[src/rtl/instr_sequencer_pkg.sv]
// ---------------------------------------------------------------------------
// instr_sequencer_pkg
//   Shared definitions for the instruction sequencer and its opcode decoder.
//   Holds:
//     - instruction field widths and positions (opcode in the top 5 bits,
//       funct in the bottom 4 bits of the instruction word)
//     - opcode constants (AR, T, HALT)
//     - ALU operation codes (ADD..SRL, plus PASS = 4'b1111)
//     - the sequencer state encoding
//     - the decoder output bundle
// ---------------------------------------------------------------------------
package instr_sequencer_pkg;

  // Field geometry. The opcode sits at IR[IW-1:IW-OPCODE_W].
  // funct sits at IR[FUNCT_W-1:0].
  localparam int OPCODE_W = 5;
  localparam int FUNCT_W  = 4;
  localparam int ALUOP_W  = 4;

  // Opcodes
  localparam logic [OPCODE_W-1:0] OP_AR   = 5'b00010;
  localparam logic [OPCODE_W-1:0] OP_T    = 5'b01011;
  localparam logic [OPCODE_W-1:0] OP_HALT = 5'b11111;

  // ALU operations. For AR instructions the funct field is the ALUop.
  localparam logic [ALUOP_W-1:0] ALU_ADD  = 4'b0000;
  localparam logic [ALUOP_W-1:0] ALU_SUB  = 4'b0001;
  localparam logic [ALUOP_W-1:0] ALU_AND  = 4'b0010;
  localparam logic [ALUOP_W-1:0] ALU_OR   = 4'b0011;
  localparam logic [ALUOP_W-1:0] ALU_XOR  = 4'b0100;
  localparam logic [ALUOP_W-1:0] ALU_SLT  = 4'b0101;
  localparam logic [ALUOP_W-1:0] ALU_SLL  = 4'b0110;
  localparam logic [ALUOP_W-1:0] ALU_SRL  = 4'b0111;
  // Don't-care / pass-through. Used for T, HALT, illegal and after reset.
  localparam logic [ALUOP_W-1:0] ALU_PASS = 4'b1111;

  // Sequencer states
  typedef enum logic [2:0] {
    ST_IDLE      = 3'd0,
    ST_FETCH     = 3'd1,
    ST_DECODE    = 3'd2,
    ST_EXECUTE   = 3'd3,
    ST_WRITEBACK = 3'd4,
    ST_HALTED    = 3'd5
  } state_t;

  // Decoder output bundle
  typedef struct packed {
    logic [ALUOP_W-1:0] alu_op;
    logic               writes;          // instruction writes the register file
    logic               mux_write_reg;   // 0 = R-type dest, 1 = T dest
    logic               mux_write_data;  // 0 = ALU result, 1 = immediate
    logic               is_halt;
    logic               is_illegal;
  } dec_t;

endpackage

[src/rtl/instr_sequencer_opcode_decoder.sv]
// ---------------------------------------------------------------------------
// instr_sequencer_opcode_decoder
//   Purely combinational decode of an instruction's opcode and funct fields
//   into the datapath control bundle. The sequencer registers this bundle
//   in its DECODE state.
//
//   Ports:
//     opcode  in   5   instruction opcode field
//     funct   in   4   instruction funct field (ALUop for AR)
//     dec     out  dec_t  {alu_op, writes, mux_write_reg, mux_write_data,
//                          is_halt, is_illegal}
// ---------------------------------------------------------------------------
module instr_sequencer_opcode_decoder
  import instr_sequencer_pkg::*;
(
  input  logic [OPCODE_W-1:0] opcode,
  input  logic [FUNCT_W-1:0]  funct,
  output dec_t                dec
);

  always_comb begin
    // Default: unknown opcode. No write, ALU in pass mode, flagged illegal.
    dec                = '0;
    dec.alu_op         = ALU_PASS;
    dec.is_illegal     = 1'b1;

    unique case (opcode)
      OP_AR: begin
        dec.alu_op         = funct;
        dec.writes         = 1'b1;
        dec.mux_write_reg  = 1'b0;
        dec.mux_write_data = 1'b0;
        dec.is_illegal     = 1'b0;
      end
      OP_T: begin
        dec.alu_op         = ALU_PASS;
        dec.writes         = 1'b1;
        dec.mux_write_reg  = 1'b1;
        dec.mux_write_data = 1'b1;
        dec.is_illegal     = 1'b0;
      end
      OP_HALT: begin
        dec.alu_op         = ALU_PASS;
        dec.is_halt        = 1'b1;
        dec.is_illegal     = 1'b0;
      end
      default: begin
        dec.is_illegal     = 1'b1;
      end
    endcase
  end

endmodule

[src/rtl/instr_sequencer.sv]
// ---------------------------------------------------------------------------
// instr_sequencer
//   Multi-cycle instruction sequencer. Fetches instruction words over a
//   req/ack memory handshake and steps each one through
//   FETCH -> DECODE -> EXECUTE -> WRITEBACK, driving the register-file/ALU
//   datapath controls.
//
//   Handshake (imem): imem_req is high for every cycle spent in FETCH, with
//   imem_addr = pc held stable. The transfer completes in any cycle where
//   imem_req and imem_ack are both high; imem_rdata is captured in that cycle.
//   An ack in any other cycle is ignored. An ack in the first request cycle
//   is legal.
//
//   Ports:
//     CLK           in   1    clock, all state on rising edge
//     RST           in   1    synchronous reset, active-high
//     start         in   1    begin/resume from IDLE or HALTED
//     imem_req      out  1    instruction fetch request
//     imem_addr     out  PCW  fetch address (= pc)
//     imem_ack      in   1    fetch data valid this cycle
//     imem_rdata    in   IW   instruction word
//     ALUop         out  4    ALU operation select
//     regWrite      out  1    register file write enable (WRITEBACK only)
//     muxWriteReg   out  1    write-register select (0 R-type, 1 T)
//     muxWriteData  out  1    write-data select (0 ALU, 1 immediate)
//     pc            out  PCW  program counter
//     busy          out  1    high in FETCH/DECODE/EXECUTE/WRITEBACK
//     halted        out  1    high in HALTED
//     illegal       out  1    sticky unknown-opcode flag
//     state         out  state_t  current FSM state (debug)
// ---------------------------------------------------------------------------
module instr_sequencer
  import instr_sequencer_pkg::*;
#(
  parameter int             IW       = 32,
  parameter int             PCW      = 8,
  parameter logic [PCW-1:0] RESET_PC = '0
) (
  input  logic               CLK,
  input  logic               RST,
  input  logic               start,
  output logic               imem_req,
  output logic [PCW-1:0]     imem_addr,
  input  logic               imem_ack,
  input  logic [IW-1:0]      imem_rdata,
  output logic [ALUOP_W-1:0] ALUop,
  output logic               regWrite,
  output logic               muxWriteReg,
  output logic               muxWriteData,
  output logic [PCW-1:0]     pc,
  output logic               busy,
  output logic               halted,
  output logic               illegal,
  output state_t             state
);

  logic [IW-1:0] ir;

  // Decode results held from DECODE for use in EXECUTE.
  logic          wr_q;
  logic          ill_q;

  dec_t          dec;

  instr_sequencer_opcode_decoder u_dec (
    .opcode (ir[IW-1 -: OPCODE_W]),
    .funct  (ir[FUNCT_W-1:0]),
    .dec    (dec)
  );

  // The middle of the instruction word is datapath-only (register fields,
  // immediate); the sequencer itself never looks at it.
  logic unused_ir_bits;
  assign unused_ir_bits = ^ir[IW-OPCODE_W-1:FUNCT_W];

  // Status outputs are pure functions of the state register.
  assign imem_req  = (state == ST_FETCH);
  assign imem_addr = pc;
  assign busy      = (state == ST_FETCH)   || (state == ST_DECODE) ||
                     (state == ST_EXECUTE) || (state == ST_WRITEBACK);
  assign halted    = (state == ST_HALTED);

  always_ff @(posedge CLK) begin
    if (RST) begin
      state        <= ST_IDLE;
      pc           <= RESET_PC;
      ir           <= '0;
      ALUop        <= ALU_PASS;
      regWrite     <= 1'b0;
      muxWriteReg  <= 1'b0;
      muxWriteData <= 1'b0;
      illegal      <= 1'b0;
      wr_q         <= 1'b0;
      ill_q        <= 1'b0;
    end else begin
      // regWrite is a one-cycle pulse: it is only ever raised on the
      // EXECUTE -> WRITEBACK edge and drops again on the next edge.
      regWrite <= 1'b0;

      unique case (state)
        ST_IDLE: begin
          if (start) state <= ST_FETCH;
        end

        ST_FETCH: begin
          if (imem_ack) begin
            ir    <= imem_rdata;
            pc    <= pc + PCW'(1);   // wraps naturally at 2^PCW
            state <= ST_DECODE;
          end
        end

        ST_DECODE: begin
          // Controls are registered here and then held until the next DECODE,
          // so the ALU sees stable inputs through EXECUTE and WRITEBACK.
          ALUop        <= dec.alu_op;
          muxWriteReg  <= dec.mux_write_reg;
          muxWriteData <= dec.mux_write_data;
          wr_q         <= dec.writes;
          ill_q        <= dec.is_illegal;
          state        <= dec.is_halt ? ST_HALTED : ST_EXECUTE;
        end

        ST_EXECUTE: begin
          // Settle cycle for the ALU. regWrite and illegal are loaded here
          // so that they become visible during WRITEBACK.
          regWrite <= wr_q;
          if (ill_q) illegal <= 1'b1;
          state    <= ST_WRITEBACK;
        end

        ST_WRITEBACK: begin
          state <= ST_FETCH;
        end

        ST_HALTED: begin
          if (start) begin
            pc      <= RESET_PC;
            illegal <= 1'b0;
            state   <= ST_FETCH;
          end
        end

        default: begin
          state <= ST_IDLE;
        end
      endcase
    end
  end

endmodule

[config.mk]
export PLATFORM = sky130hd
export DESIGN_NAME = instr_sequencer
export DESIGN_NICKNAME = d
export VERILOG_FILES = /design/src/rtl/instr_sequencer_pkg.sv /design/src/rtl/instr_sequencer_opcode_decoder.sv /design/src/rtl/instr_sequencer.sv
export SDC_FILE = /design/constraint.sdc
export NUM_CORES = 1
export LEC_CHECK = 0
export CAP_MARGIN = 0
export CORE_MARGIN = 1
export CORE_UTILIZATION = 42
export CTS_BUF_LIST = sky130_fd_sc_hd__clkbuf_8
export CTS_CLUSTER_SIZE = 20
export DETAILED_ROUTE_END_ITERATION = 8
export PLACE_DENSITY = 0.89
export SKIP_LAST_GASP = 1
export SLEW_MARGIN = 20
export SYNTH_ARGS = -nofsm -noshare
export SYNTH_HDL_FRONTEND = slang
export SYNTH_SLANG_ARGS = --single-unit
[constraint.sdc]
create_clock -name CLK -period 2 [get_ports CLK]
set_clock_uncertainty 0.05 [all_clocks]
set_input_delay 0.4 -clock CLK [delete_from_list [all_inputs] [get_ports CLK]]
set_output_delay 0.4 -clock CLK [all_outputs]
set_load 0.02 [all_outputs]
; After elaboration in Yosys (flattened, before gate mapping)
; Cells that the tools add are included.
; W data, S select, Z words.
[totals]
regBits = 53
latchBits = 0
ramBits = 0
mem_bits_ro = 0
input_bits = 36
output_inout_bits = 30
wordCells = 51
memories = 0
[op_classes]
add_sub_neg = 1
n_mul = 0
div = 0
order_cmp = 0
n_eq_ne = 12
shift = 0
n_mux = 14
bitwise_logic = 1
n_reduce_logical = 13
[op_table]
columns = cell, count
row1 = $mux W8, 2
row2 = $pmux W8 S2, 1
row3 = $pmux W3 S5, 1
row4 = $mux W3, 3
row5 = $add A8 B1 Y8 const B, 1
row6 = $eq A3 B2 Y1 const B, 2
row7 = $eq A3 B3 Y1 const B, 2
row8 = $pmux W3 S2, 1
row9 = $reduce_and A3 Y1, 2
row10 = $eq A5 B2 Y1 const B, 1
row11 = $eq A5 B4 Y1 const B, 1
row12 = $eq A5 B5 Y1 const B, 1
row13 = $mux W1, 4
row14 = $mux W4, 1
row15 = $ne A2 B1 Y1 const B, 2
row16 = $ne A2 B2 Y1 const B, 2
row17 = $reduce_and A2 Y1, 2
row18 = $reduce_bool A2 Y1, 2
row19 = $reduce_or A2 Y1, 2
row20 = $eq A3 B1 Y1 const B, 1
row21 = $logic_not A3 Y1, 1
row22 = $logic_or A1 B1 Y1, 3
row23 = $reduce_or A3 Y1, 1
row24 = $pmux W1 S2, 1
row25 = $not A1 Y1, 1

; Depth between registers and ports, before layout
; Gate-level depths: netlist of the first run.
[depth]
ltp_word = 4
mapped_depth = 5
depth_no_buf = 4

; Hierarchy
; A second synthesis of the first run with hierarchy kept.
[unflattened]
hier_cells = 173
area_unflattened_um2 = 1478.9
[by_module_without_submodules]
columns = module, n_inst, cells_each, area_per_inst_um2, seq_area_each_um2
row1 = instr_sequencer, 1, 158, 1376.3, 600.6
row2 = instr_sequencer_opcode_decoder, 1, 15, 102.6, 0.0

; Worst setup path after synthesis of the first run
; OpenSTA, ideal clock, no wires.
[synth_path]
path_kind = register to output
start = register state[0]
end = output busy
arrival_time_ps = 1220
required_time_ps = 1550
setup_slack_ps = 330
path_stages_with_launch = 4
path_buffers = 1
path_cell_list = dfxtp_1 buf_2 nor2_1 xnor2_1
[synth_via]
elab_chain_len = 4
word_cells_on_any_way = 7
classes_between = eq/ne: 4 / reduce/logical: 3
[synth_rtl]
columns = element, line
row1 = start: declaration, instr_sequencer.sv:54  ; output state_t state
row2 = start signal: assignment, instr_sequencer.sv:121  ; state <= dec.is_halt ? ST_HALTED : ST_EXECUTE;
row3 = $eq A3 B1 Y1 / $eq A3 B2 Y1 (equally long branches), instr_sequencer.sv:79  ; assign busy = (state == ST_FETCH) || (state == ST_DECODE) ||
row4 = $logic_or A1 B1 Y1 (2 in series), instr_sequencer.sv:79
row5 = $logic_or A1 B1 Y1 *, instr_sequencer.sv:80  ; (state == ST_EXECUTE) || (state == ST_WRITEBACK);
row6 = end: declaration, instr_sequencer.sv:51  ; output logic busy,
; Mark *: on every way between the ends. The rest lies on a longest branch, timed or not.

; Worst setup path in the final report of the first run
[layout_path]
start = register pc[3], in the netlist imem_addr[3]
end = output imem_addr[3]
[layout_rtl]
columns = element, line
row1 = start: declaration, instr_sequencer.sv:50  ; output logic [PCW-1:0] pc,
row2 = start signal: assignment, instr_sequencer.sv:108  ; pc <= pc + PCW'(1);
row3 = end: declaration, instr_sequencer.sv:43  ; output logic [PCW-1:0] imem_addr,
; No word-level cell between the ends.

==> impl_metrics.ini, run 1 <==
[status]
status = finished clean

[clocking]
clkSlewWorstSetupHoldPaths_ns = 0.06
cts-root-buf = clkbuf_8
clock_latency_ns = 0.28
numCtsBuffers = 5
htree_levels = 2
cts_setup_buffers = 0
cts.hold.buffers_added = 0
cts.sink_count = 29
clockBufferDepth = 2
cts_tree = built

[yosys]
synthXorXnorAreaFrac_pct = 1.24
synthTopCellsByArea = dfxtp_1, a21oi_1, nand2_1
avgSynthCellArea_um2 = 8.39
ys_seq_elements = 29
synth_compound_area_share_pct = 17.4
yosysMostFrequentCell = dfxtp_1
synthAdderAreaFrac_pct = 0.888
yosysTopAreaCellShare_pct = 41.2
yosys.area_share.simple_pct = 29.1
yosys.area.top_type = dfxtp_1
synthesis.yosys.warnings = 0
synth_area_um2 = 1410
synth_top_family_by_area = simple AND/OR/NAND/NOR gates
synth_commonest_cells = dfxtp_1, nand2_1, a21oi_1, nor2_1, buf_4
synth_ff_type = dfxtp_1
synthMuxAreaShare_pct = 1.42
synth_edf_count = 0
postSynthCellCount = 168
yosysSeqAreaShare_pct = 41.2
synth.distinct_cells = 40
async_flop_share_pct = 0
synth_fp_nets = 205

[critical_path]
crit_required_ns = 1.55
path_class = register to output port
crit_family = buffers and inverters
start_kind = register
crit_chain = clkdlybuf4s50_1
worstPathArrival_ns = 1.38
cp_slowest_stage_delay_ns = 0.65
cp.depth = 1
cp_slowest_cell = clkdlybuf4s50_1
reg2reg_depth = 4
cp-end-kind = output port
worst-path-buf-inv = 1
crit_fanout = 7

[timing]
finalWorstSetupSlack_ns = 0.171
max_freq_ghz = 0.547
worst_pin_slew_ns = 0.832
fin_tns_setup_ns = 0
fin_crit_sh_pct = 91.4
hold_violations = 0
rsz0062_at_grt = false
setup_violations = 0
drv_slew = 0
relSlewSlack_pct = 42.9
post-route-min-period_ns = 1.83

[routing]
post_drt_wl_per_cell_um = 12.8
post-route-drc-count = 0
ant_nets = 0
drt_pass1_iterations = 4
drtIter0Drc = 72
num_vias = 1309
vias_per_cell = 5.19
wl_um = 3210

[floorplan]
row_count = 20
die_area_um2 = 3590
die_h_um = 59.9
io_pins = 66
core_um2 = 3130
die_w_um = 59.9
start_util_pct = 45.0

[layout]
nFillCells = 274
drive_gt1_share_pct = 9.62
fin_nets = 244
area_growth_pct = 38.7
diodes = 0
fin_area_um2 = 1950

[min_path]
whs_path_depth = 2
hold_path.class = register to register

[power_and_ir_drop]
fin_total_pwr_w = 0.00151
p_per_area_nw_per_um2 = 774
leakage_nw = 0.733
vdd_drop_max_mv = 0.340

[global_routing]
antenna_found_initial = 0
track_usage_pct = 19.3
grt_max_degree = 14
grt-ovfl-total = 0
first_global_vias = 1184
grt_pass1_wl_um = 5090

[placement]
io_buffers = 42
dp_slack_ns = 0.00260
postPlaceCellArea_um2 = 1830
gp_congestion = 0.779
dpl.hpwl_um = 2260

[flow_run]
cap_viol_max_count = 0
[sequential cells by signal, indices dropped and copies added (netlist names)]
register     cells
ill_q            1
muxWriteReg      1
regWrite         1
imem_addr        8
illegal          1
ir               9
ALUop            4
wr_q             1
state            3
[through the flow]
stage	instances	hold slack [ns]	util, %
4_1_cts	252	0.411	62.3
3_3_place_gp	244	0.387	58.6
2_1_floorplan	168	0.377	-
3_5_place_dp	244	0.402	58.6
5_1_grt	252	0.437	62.5
6_report	252	0.410	62.5
[per-layer routing]
layer | part of all wire [%] | up-vias | GRT usage [%]
li1 | - | 668 | -
met3 | 4.3 | 8 | 4.55
met1 | 44 | 590 | 21.3
met5 | 0 | - | 0
met4 | 1.9 | 0 | 10.6
met2 | 50 | 43 | 33.8
[path summary, 6_finish.rpt]
kind	from	slack (ns)	end
setup reg to reg	state[1]$_SDFFE_PP0P_	0.28	muxWriteReg$_SDFFE_PP0N_
hold / removal	wr_q$_SDFFE_PP0N_	0.41	wr_q$_SDFFE_PP0N_
setup / recovery	imem_addr[3]$_SDFFE_PP0P_	0.17	imem_addr[3]
hold reg to reg	wr_q$_SDFFE_PP0N_	0.41	wr_q$_SDFFE_PP0N_
[layout by cell type, fill, tap and decap left out, types with 3 or more instances in the layout]
cell | netlist | layout
nand2b_1 | 3 | 3
or3b_1 | 3 | 3
a21oi_1 | 19 | 19
dfxtp_1 | 29 | 28
o31ai_1 | 4 | 4
clkbuf_8 | 0 | 6
nand2_1 | 25 | 25
nor2b_1 | 3 | 3
nor4_1 | 4 | 4
o21ai_0 | 4 | 4
nor2_1 | 13 | 13
o21bai_1 | 5 | 5
or4_1 | 5 | 5
clkdlybuf4s50_1 | 0 | 39
or3_1 | 4 | 4
buf_4 | 9 | 9
[logic make-up after synthesis]
kind of cell,Yosys count
compound gates,40
buf+inv,20
fa+ha+maj,1
xor+xnor,2
flops,29
simple gates,74
mux,2
[power breakdown]
| group | internal [W] | leakage [nW] | total [W] | switching, W |
|---|---|---|---|---|
| Sequential | 0.000601 | 0.236 | 0.000625 | 0.0000234 |
| Combinational | 0.000125 | 0.434 | 0.000261 | 0.000136 |
| Clock | 0.000400 | 0.0626 | 0.000626 | 0.000226 |
[cell type report]
type | count | area (um2) | area share (%)
multi-input cells | 119 | 706 | 36.1
flip-flops and latches | 29 | 582 | 29.8
repair buffers | 51 | 492 | 25.2
clock buffers | 6 | 82.6 | 4.23
well taps | 44 | 55.1 | 2.82
clock inverters | 2 | 33.8 | 1.73
inverters | 1 | 3.75 | 0.192
[timing repair]
| action | in CTS | in global routing |
|---|---|---|
| endpoints found under the setup margin | 3 | 2 |
| gates resized for setup | 2 | 2 |
| endpoints found under the hold margin | 0 | 0 |
[tightest hold or removal path, cell delays in order, from the launching register on]
cell and delay [ns]:
dfxtp_1 0.31, nand2_1 0.06, a21oi_1 0.05
No activity file was read; power rests on OpenSTA's default activity.
==> run 2: changes to the inputs <==
CORE_MARGIN = 4   (was 1)
==> run 2 against run 1 <==
  * Routed wire length grew 1.9%
  * Register-to-register slack is essentially flat
  * Final cell count decreased by 0.40%
  * Sequential share of layout area increased by 0.49 points
  * Combinational power barely moved
  * Clock-buffer cell count unchanged
  * Critical path depth increased by 2
  * Flip-flop and latch count unchanged
  * Fmax shrank 3.8%
  * Via count grew 3.4%
  * Largest power group is now sequential cells
==> impl_metrics.ini, run 2 (same netlist as run 1, synthesis figures left out) <==
[power_and_ir_drop]
p_per_area_nw_per_um2 = 712
leakage_nw = 0.712
vdd_drop_max_mv = 0.325

[critical_path]
reg2reg_depth = 4
regToRegEndpoint = muxWriteReg$_SDFFE_PP0N_
crit_required_ns = 1.55
start_kind = register
cp-end-kind = output port
crit_fanout = 6
rr_startpoint = state[1]$_SDFFE_PP0P_
path_class = register to output port
worstPathArrival_ns = 1.45
ff2ff_setup_slack_ns = 0.28

[layout]
multi_input_area_um2 = 706
area_growth_pct = 36.8
fin_util_pct = 61.6
largest_reg_flops = 9
final_common_cell = clkdlybuf4s50_1
top_register = ir
fin_nets = 244
drive_gt1_share_pct = 9.66
nFillCells = 278
regArea_um2 = 583
finalNonFillerCells = 251
diodes = 0
final_cell_mix = clkdlybuf4s50_1, dfxtp_1, nand2_1
fin_area_um2 = 1930

[status]
status = finished clean

[clocking]
htree_levels = 2
clock_latency_ns = 0.28
clockBufferDepth = 2
clkSlewWorstSetupHoldPaths_ns = 0.06
cts-root-buf = clkbuf_8
numCtsBuffers = 5
cts_tree = built
cts_setup_buffers = 0
cts.hold.buffers_added = 0
cts.sink_count = 29

[routing]
post-route-drc-count = 0
num_vias = 1354
vias_per_cell = 5.39
ant_nets = 0
post_drt_wl_per_cell_um = 13.1
wl_um = 3280
drtIter0Drc = 91
drt_pass1_iterations = 4

[min_path]
hold_start = ir[1]$_SDFFE_PP0P_
hold-path-endpoint = ir[1]$_SDFFE_PP0P_
hold_path.class = register to register
whs_path_depth = 2

[floorplan]
die_w_um = 65.9
row_count = 20
core_um2 = 3130
die_area_um2 = 4340
die_h_um = 65.9
io_pins = 66
start_util_pct = 45.0

[global_routing]
first_global_vias = 1258
track_usage_pct = 16.2
grt_pass1_wl_um = 5390
grt-ovfl-total = 0
grt_max_degree = 23
antenna_found_initial = 0

[timing]
hold_violations = 0
worst_pin_slew_ns = 0.862
fin_crit_sh_pct = 95.1
max_freq_ghz = 0.526
relSlewSlack_pct = 40.9
setup_violations = 0
drv_slew = 0
fin_tns_setup_ns = 0
rsz0062_at_grt = false
finalWorstSetupSlack_ns = 0.0987
post-route-min-period_ns = 1.90

[placement]
dp_slack_ns = -0.0197
dp_cells = 244
io_buffers = 42
postPlaceCellArea_um2 = 1830
gp_congestion = 0.768
dpl.hpwl_um = 2380

[flow_run]
cap_viol_max_count = 0
-- run 2: report_power, final --
group          switching (W)  leakage (nW)  internal [W]
registers          0.0000245         0.236      0.000602
logic               0.000136         0.428      0.000127
clock network       0.000214        0.0485      0.000267
-- run 2: routing by layer --
layer | routed length, um | track usage (%) | share of wire, % | vias up
li1 | - | - | - | 674
met1 | 1370 | 17.9 | 42 | 621
met2 | 1630 | 27.5 | 50 | 53
met3 | 251 | 6.63 | 7.7 | 6
met4 | 23 | 6.22 | 0.70 | 0
met5 | 0 | 0 | 0 | -
-- run 2: how the worst max path moves through the flow --
stage / startpoint / cells after the start / to
final: state[2]$_SDFFE_PP0P_ / 3 / halted
after global routing: state[0]$_SDFFE_PP0P_ / 3 / halted
after CTS: state[1]$_SDFFE_PP0P_ / 3 / imem_req
after detailed placement: start / 4 / imem_addr[5]$_SDFFE_PP0P_
after global placement: start / 4 / imem_addr[6]$_SDFFE_PP0P_
after floorplan: state[0]$_SDFFE_PP0P_ / 3 / busy
-- run 2: worst max-delay path, stage by stage (launching register included) --
cell             delay, ns
dfxtp_2               0.40
nand2_1               0.08
nor2_1                0.08
clkdlybuf4s50_1       0.60
-- run 2: through the flow --
step | hold slack (ns) | total power [W]
floorplan | 0.377 | 0.000793
global placement | 0.386 | 0.000893
detailed placement | 0.397 | 0.000901
CTS | 0.405 | 0.00138
global route | 0.438 | 0.00143
finish | 0.406 | 0.00137
-- run 2: area by class of cell --
type	count	share of cell area [%]
Clock buffer	6	4.29
Clock inverter	1	0.195
Inverter	1	0.195
Multi-Input combinational cell	119	36.6
Sequential cell	29	30.3
Tap cell	44	2.86
Timing Repair Buffer	51	25.6
-- run 2: timing repair --
| action | 4_1_cts | 5_1_grt |
|---|---|---|
| setup endpoints to repair | 3 | 2 |
| pin swaps | 0 | 0 |
| gates cloned | 0 | 0 |
| endpoints found under the hold margin | 0 | 0 |
| gates resized for setup | 2 | 2 |
